--- config.mk ---
export PLATFORM = sky130hd
export DESIGN_NAME = apb_completer_regs
export DESIGN_NICKNAME = d
export VERILOG_FILES = /design/src/rtl/apb_regs_pkg.sv /design/src/rtl/apb_wait_counter.sv /design/src/rtl/apb_completer_regs.sv
export SDC_FILE = /design/constraint.sdc
export NUM_CORES = 1
export LEC_CHECK = 0
export CAP_MARGIN = 10
export CORE_MARGIN = 10
export CORE_UTILIZATION = 40
export CTS_BUF_LIST = sky130_fd_sc_hd__clkbuf_8
export DETAILED_ROUTE_END_ITERATION = 6
export PLACE_DENSITY = 0.76
export SETUP_SLACK_MARGIN = 0.15
export SLEW_MARGIN = 20
export SYNTH_ARGS = -nofsm -noshare
export SYNTH_HDL_FRONTEND = slang
export SYNTH_SLANG_ARGS = --single-unit
--- constraint.sdc ---
create_clock -name pclk -period 2.8 [get_ports pclk]
set_input_delay 0.28 -clock pclk [delete_from_list [all_inputs] [get_ports pclk]]
set_output_delay 0.28 -clock pclk [all_outputs]
set_load 0.02 [all_outputs]
--- src/rtl/apb_regs_pkg.sv ---
// Shared encodings for the APB completer register block: FSM states, select decodes, status width.
// Latency: n/a (types and constants only).
// Backpressure: n/a.
package apb_regs_pkg;

    typedef enum logic [1:0] {
        IDLE   = 2'd0,
        SETUP  = 2'd1,
        ACCESS = 2'd2
    } apb_state_e;

    localparam logic [1:0] WSEL_PAYLOAD0  = 2'd0;
    localparam logic [1:0] WSEL_PAYLOAD1  = 2'd1;
    localparam logic [1:0] WSEL_DATA_SIZE = 2'd2;

    localparam logic [1:0] RSEL_ERR_STATUS = 2'd0;
    localparam logic [1:0] RSEL_PAYLOAD0   = 2'd1;
    localparam logic [1:0] RSEL_PAYLOAD1   = 2'd2;
    localparam logic [1:0] RSEL_DATA_SIZE  = 2'd3;

    localparam int ERR_W = 8;

endpackage

--- src/rtl/apb_wait_counter.sv ---
// ACCESS-phase wait-state counter: loads WAIT_CYCLES in SETUP, counts down through ACCESS.
// Latency: zero_o rises WAIT_CYCLES cycles after ACCESS entry.
// Backpressure: zero_o low holds the transfer in ACCESS; IDLE clears the count.
module apb_wait_counter
    import apb_regs_pkg::*;
#(
    parameter int WAIT_CYCLES = 2
) (
    input  logic       pclk,
    input  logic       preset,
    input  apb_state_e state_i,
    output logic       zero_o
);

    localparam int CW = (WAIT_CYCLES > 0) ? $clog2(WAIT_CYCLES + 1) : 1;

    logic [CW-1:0] cnt_q;
    logic [CW-1:0] cnt_d;

    always_comb begin
        cnt_d = cnt_q;
        case (state_i)
            SETUP:   cnt_d = CW'(WAIT_CYCLES);
            ACCESS:  if (cnt_q != '0) cnt_d = cnt_q - 1'b1;
            default: cnt_d = '0;
        endcase
    end

    always_ff @(posedge pclk or posedge preset) begin
        if (preset) begin
            cnt_q <= '0;
        end else begin
            cnt_q <= cnt_d;
        end
    end

    assign zero_o = (cnt_q == '0);

endmodule

--- src/rtl/apb_completer_regs.sv ---
// APB completer register block: payload0/1, data_size, sticky clear-on-read err_status.
// Latency: 2 cycles per transfer (SETUP, ACCESS), plus WAIT_CYCLES when APB_WAIT_STATES_EN is defined.
// Backpressure: pready low during wait states; psel dropped before pready aborts with no commit.
module apb_completer_regs
    import apb_regs_pkg::*;
#(
    parameter int DATA_WIDTH    = 32,
    parameter int WAIT_CYCLES   = 2,
    parameter int MAX_DATA_SIZE = 8
) (
    input  logic                  pclk,
    input  logic                  preset,
    input  logic                  psel,
    input  logic                  penable,
    input  logic                  pwrite,
    input  logic [DATA_WIDTH-1:0] pwdata,
    input  logic [1:0]            write_select,
    input  logic [1:0]            read_select,
    input  logic                  map_err,
    input  logic [ERR_W-1:0]      err_set,
    output logic                  pready,
    output logic [DATA_WIDTH-1:0] prdata,
    output logic                  pslverr,
    output logic [DATA_WIDTH-1:0] payload0,
    output logic [DATA_WIDTH-1:0] payload1,
    output logic [7:0]            data_size
);

    apb_state_e            state_q, state_d;
    logic [DATA_WIDTH-1:0] payload0_q, payload0_d;
    logic [DATA_WIDTH-1:0] payload1_q, payload1_d;
    logic [7:0]            data_size_q, data_size_d;
    logic [ERR_W-1:0]      err_status_q, err_status_d;

    logic wait_zero;
    logic complete;
    logic size_err;
    logic commit;
    logic rd_ok;
    logic rd_clr;

`ifdef APB_WAIT_STATES_EN
    apb_wait_counter #(
        .WAIT_CYCLES(WAIT_CYCLES)
    ) u_wait (
        .pclk    (pclk),
        .preset  (preset),
        .state_i (state_q),
        .zero_o  (wait_zero)
    );
`else
    logic unused_wait_cfg;
    assign wait_zero       = 1'b1;
    assign unused_wait_cfg = (WAIT_CYCLES != 0);
`endif

    always_comb begin
        state_d = state_q;
        case (state_q)
            IDLE:    if (psel && !penable) state_d = SETUP;
            SETUP:   state_d = ACCESS;
            ACCESS: begin
                if (wait_zero) begin
                    state_d = (psel && !penable) ? SETUP : IDLE;
                end else if (!psel) begin
                    state_d = IDLE;
                end
            end
            default: state_d = IDLE;
        endcase
    end

    assign pready   = (state_q == ACCESS) && wait_zero;
    assign complete = pready;
    assign size_err = complete && pwrite && (write_select == WSEL_DATA_SIZE)
                      && (pwdata > DATA_WIDTH'(MAX_DATA_SIZE));
    assign pslverr  = complete && (map_err || size_err);
    assign commit   = complete && pwrite && !map_err && !size_err;
    assign rd_ok    = complete && !pwrite && !map_err;
    assign rd_clr   = rd_ok && (read_select == RSEL_ERR_STATUS);

    always_comb begin
        payload0_d  = payload0_q;
        payload1_d  = payload1_q;
        data_size_d = data_size_q;
        if (commit) begin
            case (write_select)
                WSEL_PAYLOAD0:  payload0_d  = pwdata;
                WSEL_PAYLOAD1:  payload1_d  = pwdata;
                WSEL_DATA_SIZE: data_size_d = pwdata[7:0];
                default: ;
            endcase
        end
        // Pulsed bits survive a same-cycle clear-on-read.
        err_status_d = (rd_clr ? '0 : err_status_q) | err_set;
    end

    always_comb begin
        prdata = '0;
        if (rd_ok) begin
            case (read_select)
                RSEL_ERR_STATUS: prdata = DATA_WIDTH'(err_status_q);
                RSEL_PAYLOAD0:   prdata = payload0_q;
                RSEL_PAYLOAD1:   prdata = payload1_q;
                default:         prdata = DATA_WIDTH'(data_size_q);
            endcase
        end
    end

    always_ff @(posedge pclk or posedge preset) begin
        if (preset) begin
            state_q      <= IDLE;
            payload0_q   <= '0;
            payload1_q   <= '0;
            data_size_q  <= '0;
            err_status_q <= '0;
        end else begin
            state_q      <= state_d;
            payload0_q   <= payload0_d;
            payload1_q   <= payload1_d;
            data_size_q  <= data_size_d;
            err_status_q <= err_status_d;
        end
    end

    assign payload0  = payload0_q;
    assign payload1  = payload1_q;
    assign data_size = data_size_q;

endmodule

==> results.ini <==
[power]
pwr-share-comb_pct = 26.7
peakVddDrop_v = 0.000301
swShare_pct = 29.3
seqPwrFrac_pct = 45.8
p_clk_share_pct = 27.5
p_int_uw = 2230
power_density_nw_per_um2 = 554
p_sw_uw = 923
power.leakage_uw = 0.00243

[layout]
fillerInstances = 720
stdcell_count = 550
antennaDiodeCount = 0
drive_above_1_share_pct = 18.8
nets = 487
multi_input_area_um2 = 1570
regArea_um2 = 2050
mostFrequentLayoutCells = clkdlybuf4s50_1, dfrtp_1, mux2_2, mux2_1, nor2_1
final_common_cell = clkdlybuf4s50_1
syn2layout_area_growth_pct = 54.6

[worst_setup_path]
end_kind = output port
cp_common_cell = clkdlybuf4s50_1
crit_fanout = 3
worstPathRequired_ns = 2.52
cpPeakStageDelay_ns = 0.57
cpMaxStageDelayCell = clkdlybuf4s50_1
crit_type = in2out
path_buf_inv = 3
critPathLaunchType = input port
cp_top_family = buffers and inverters
crit_chain = clkdlybuf4s50_1 > nor4_2 > buf_4 > nand4_1 > o2111ai_1 > nand2_1 > clkdlybuf4s50_1
cp.arrival_ns = 2.23

[clock_network]
cts.sink_count = 82
cts.clk_slew.worst_paths_ns = 0.08
cts_buffers = 9
cts_tree = built
cts_max_path_buffers = 2
clk_latency_ns = 0.34
cts_max_level = 3
cts_root_buffer = clkbuf_8

[synthesis]
synthArstFlopShare_pct = 100
syn_area_um2 = 3680
synth_seq_area_share_pct = 55.7
yosys_most_used_dff = dfrtp_1
netlist.area_leader.share_pct = 55.7
synth_cell_types = 23
synth_edf_count = 0
yosysWarnings = 0
netlist_instances = 275
synth_top_area_cell = dfrtp_1
syn_nets = 325
synth_top_cells_by_area = dfrtp_1, mux2_2, mux2_1
synth_seq_cells = 82
syn_avg_cell_area_um2 = 13.4

[detailed_routing]
top_layer_used = met4
drtAntennaViolNets = 0
met2_length_um = 5860
drtIter0Drc = 184
m1WireLength_um = 4760
drt_first_pass_iters = 4
drt-total-wl_um = 12000
drcViolationCount = 0
viasPerCell = 5.42
vias = 2979
wl_met3_um = 1210
wire_per_inst_um = 21.7

[global_route]
grt_pass1_wl_um = 18700
track_usage_pct = 17.8
grt-ovfl-total = 0
antenna_found_initial = 0
grt_pass1_vias = 3396
grt_max_degree = 43

[outcome]
outcome = complete, no violations

[floorplan]
start_util_pct = 41.6
num_rows = 34
io_pins = 156
fp.dieW_um = 116
die_h_um = 116
die-area_um2 = 13500
fp.coreArea_um2 = 8850

[timing]
finalCritPeriodShare_pct = 89.8
timing.fmax_mhz = 398
fin_setup_tns_ns = 0
tightest_slew_ns = 0.705
rsz0062_at_grt = no
drv_slew = 0
maxSlewHeadroom_pct = 52.9
clock_skew_ns = 0.00764
hold_viol_final = 0
finalSetupViolCount = 0
min_period_ns = 2.51

[flow_run]
cap_viol_max_count = 0

[placed_design]
placedCellCount = 534
numPortBuffers = 155
gp_congestion = 0.823
dp_hpwl_um = 9200

[worst_hold_path]
min_path_type = in2async

-- state kept, by name, summed over array words and instances (netlist names) --
| signal | flops |
|---|---|
| data_size | 8 |
| err_status_q | 8 |
| payload0 | 32 |
| payload1 | 32 |
| state_q | 2 |
-- kinds of logic after synthesis --
logic type             share of synthesized area [%]
DFF                                             55.7
muxes                                           25.7
and+or+nand+nor                                 9.07
AOI/OAI and AO/OA                               6.96
buffers and inverters                           2.61
-- final cells by class --
| class | count | share of cell area [%] |
|---|---|---|
| Multi-Input combinational cell | 173 | 27.6 |
| Clock buffer | 11 | 2.66 |
| Inverter | 1 | 0.0878 |
| Timing Repair Buffer | 170 | 30.3 |
| Tap cell | 108 | 2.37 |
| Sequential cell | 82 | 36.0 |
| Clock inverter | 5 | 0.944 |
-- synth_stat cells, types with 3 or more instances --
cell type / number
mux4_2: 8
mux2_2: 36
nand2_1: 4
nor4_1: 7
clkbuf_1: 8
nand4_1: 3
and3_1: 8
dfrtp_1: 82
buf_2: 8
nor2_1: 25
a21o_1: 8
a22oi_1: 24
buf_4: 3
nor2b_1: 11
mux2_1: 32
-- worst reg2reg max path, cell delays in order, from the launching register on --
cell     delay, ns
dfrtp_1       0.41
nor2b_1       0.13
buf_4         0.22
and3b_1       0.20
nor2b_4       0.37
buf_12        0.24
mux2_1        0.37
-- what timing repair did --
| item | in CTS | in global routing |
|---|---|---|
| gates resized for setup | 1 | 3 |
| setup buffers | 0 | 0 |
| hold buffers | 0 | 0 |
| setup endpoints to repair | 1 | 1 |
-- power by group through the flow --
stage | clock (uW) | sequential (uW) | combinational, uW
global route | 940 | 1460 | 898
detailed placement | 0 | 1470 | 851
floorplan | 0 | 1620 | 208
global placement | 0 | 1460 | 835
CTS | 888 | 1440 | 856
finish | 867 | 1450 | 842
-- through the flow --
step	util [%]	instance area (um2)	hold WS, ns	total power, uW	worst slack (ns)
3_5_place_dp	61.8	5470	0.412	2320	0.166
4_1_cts	64.2	5680	0.354	3190	0.172
5_1_grt	64.4	5700	0.407	3300	0.176
3_3_place_gp	61.8	5470	0.406	2290	0.170
2_1_floorplan	-	3680	0.350	1820	0.412
6_report	64.4	5700	0.344	3150	0.286
-- worst paths after layout --
| check | startpoint | to | slack (ns) | cells past startpoint |
|---|---|---|---|---|
| worst min-delay path | preset | err_status_q[3]$_DFF_PP0_ | 0.34 | 2 |
| worst max-delay path | pwdata[17] | pslverr | 0.29 | 7 |
| max in group asynchronous | preset | payload1[15]$_DFFE_PP0P_ | 1.80 | 3 |
| min in group pclk | state_q[1]$_DFFE_PP0P_ | state_q[1]$_DFFE_PP0P_ | 0.43 | 1 |
| worst max register to register | state_q[0]$_DFFE_PP0P_ | payload0[29]$_DFFE_PP0P_ | 0.74 | 6 |
| worst min register to register | state_q[1]$_DFFE_PP0P_ | state_q[1]$_DFFE_PP0P_ | 0.43 | 1 |
-- layer usage --
| metal | track usage [%] | vias to the layer above |
|---|---|---|
| li1 | - | 1334 |
| met1 | 20.5 | 1514 |
| met2 | 29.8 | 117 |
| met3 | 7.65 | 14 |
| met4 | 4.75 | 0 |
| met5 | 0 | - |
Power figures use the tool's default switching activity.
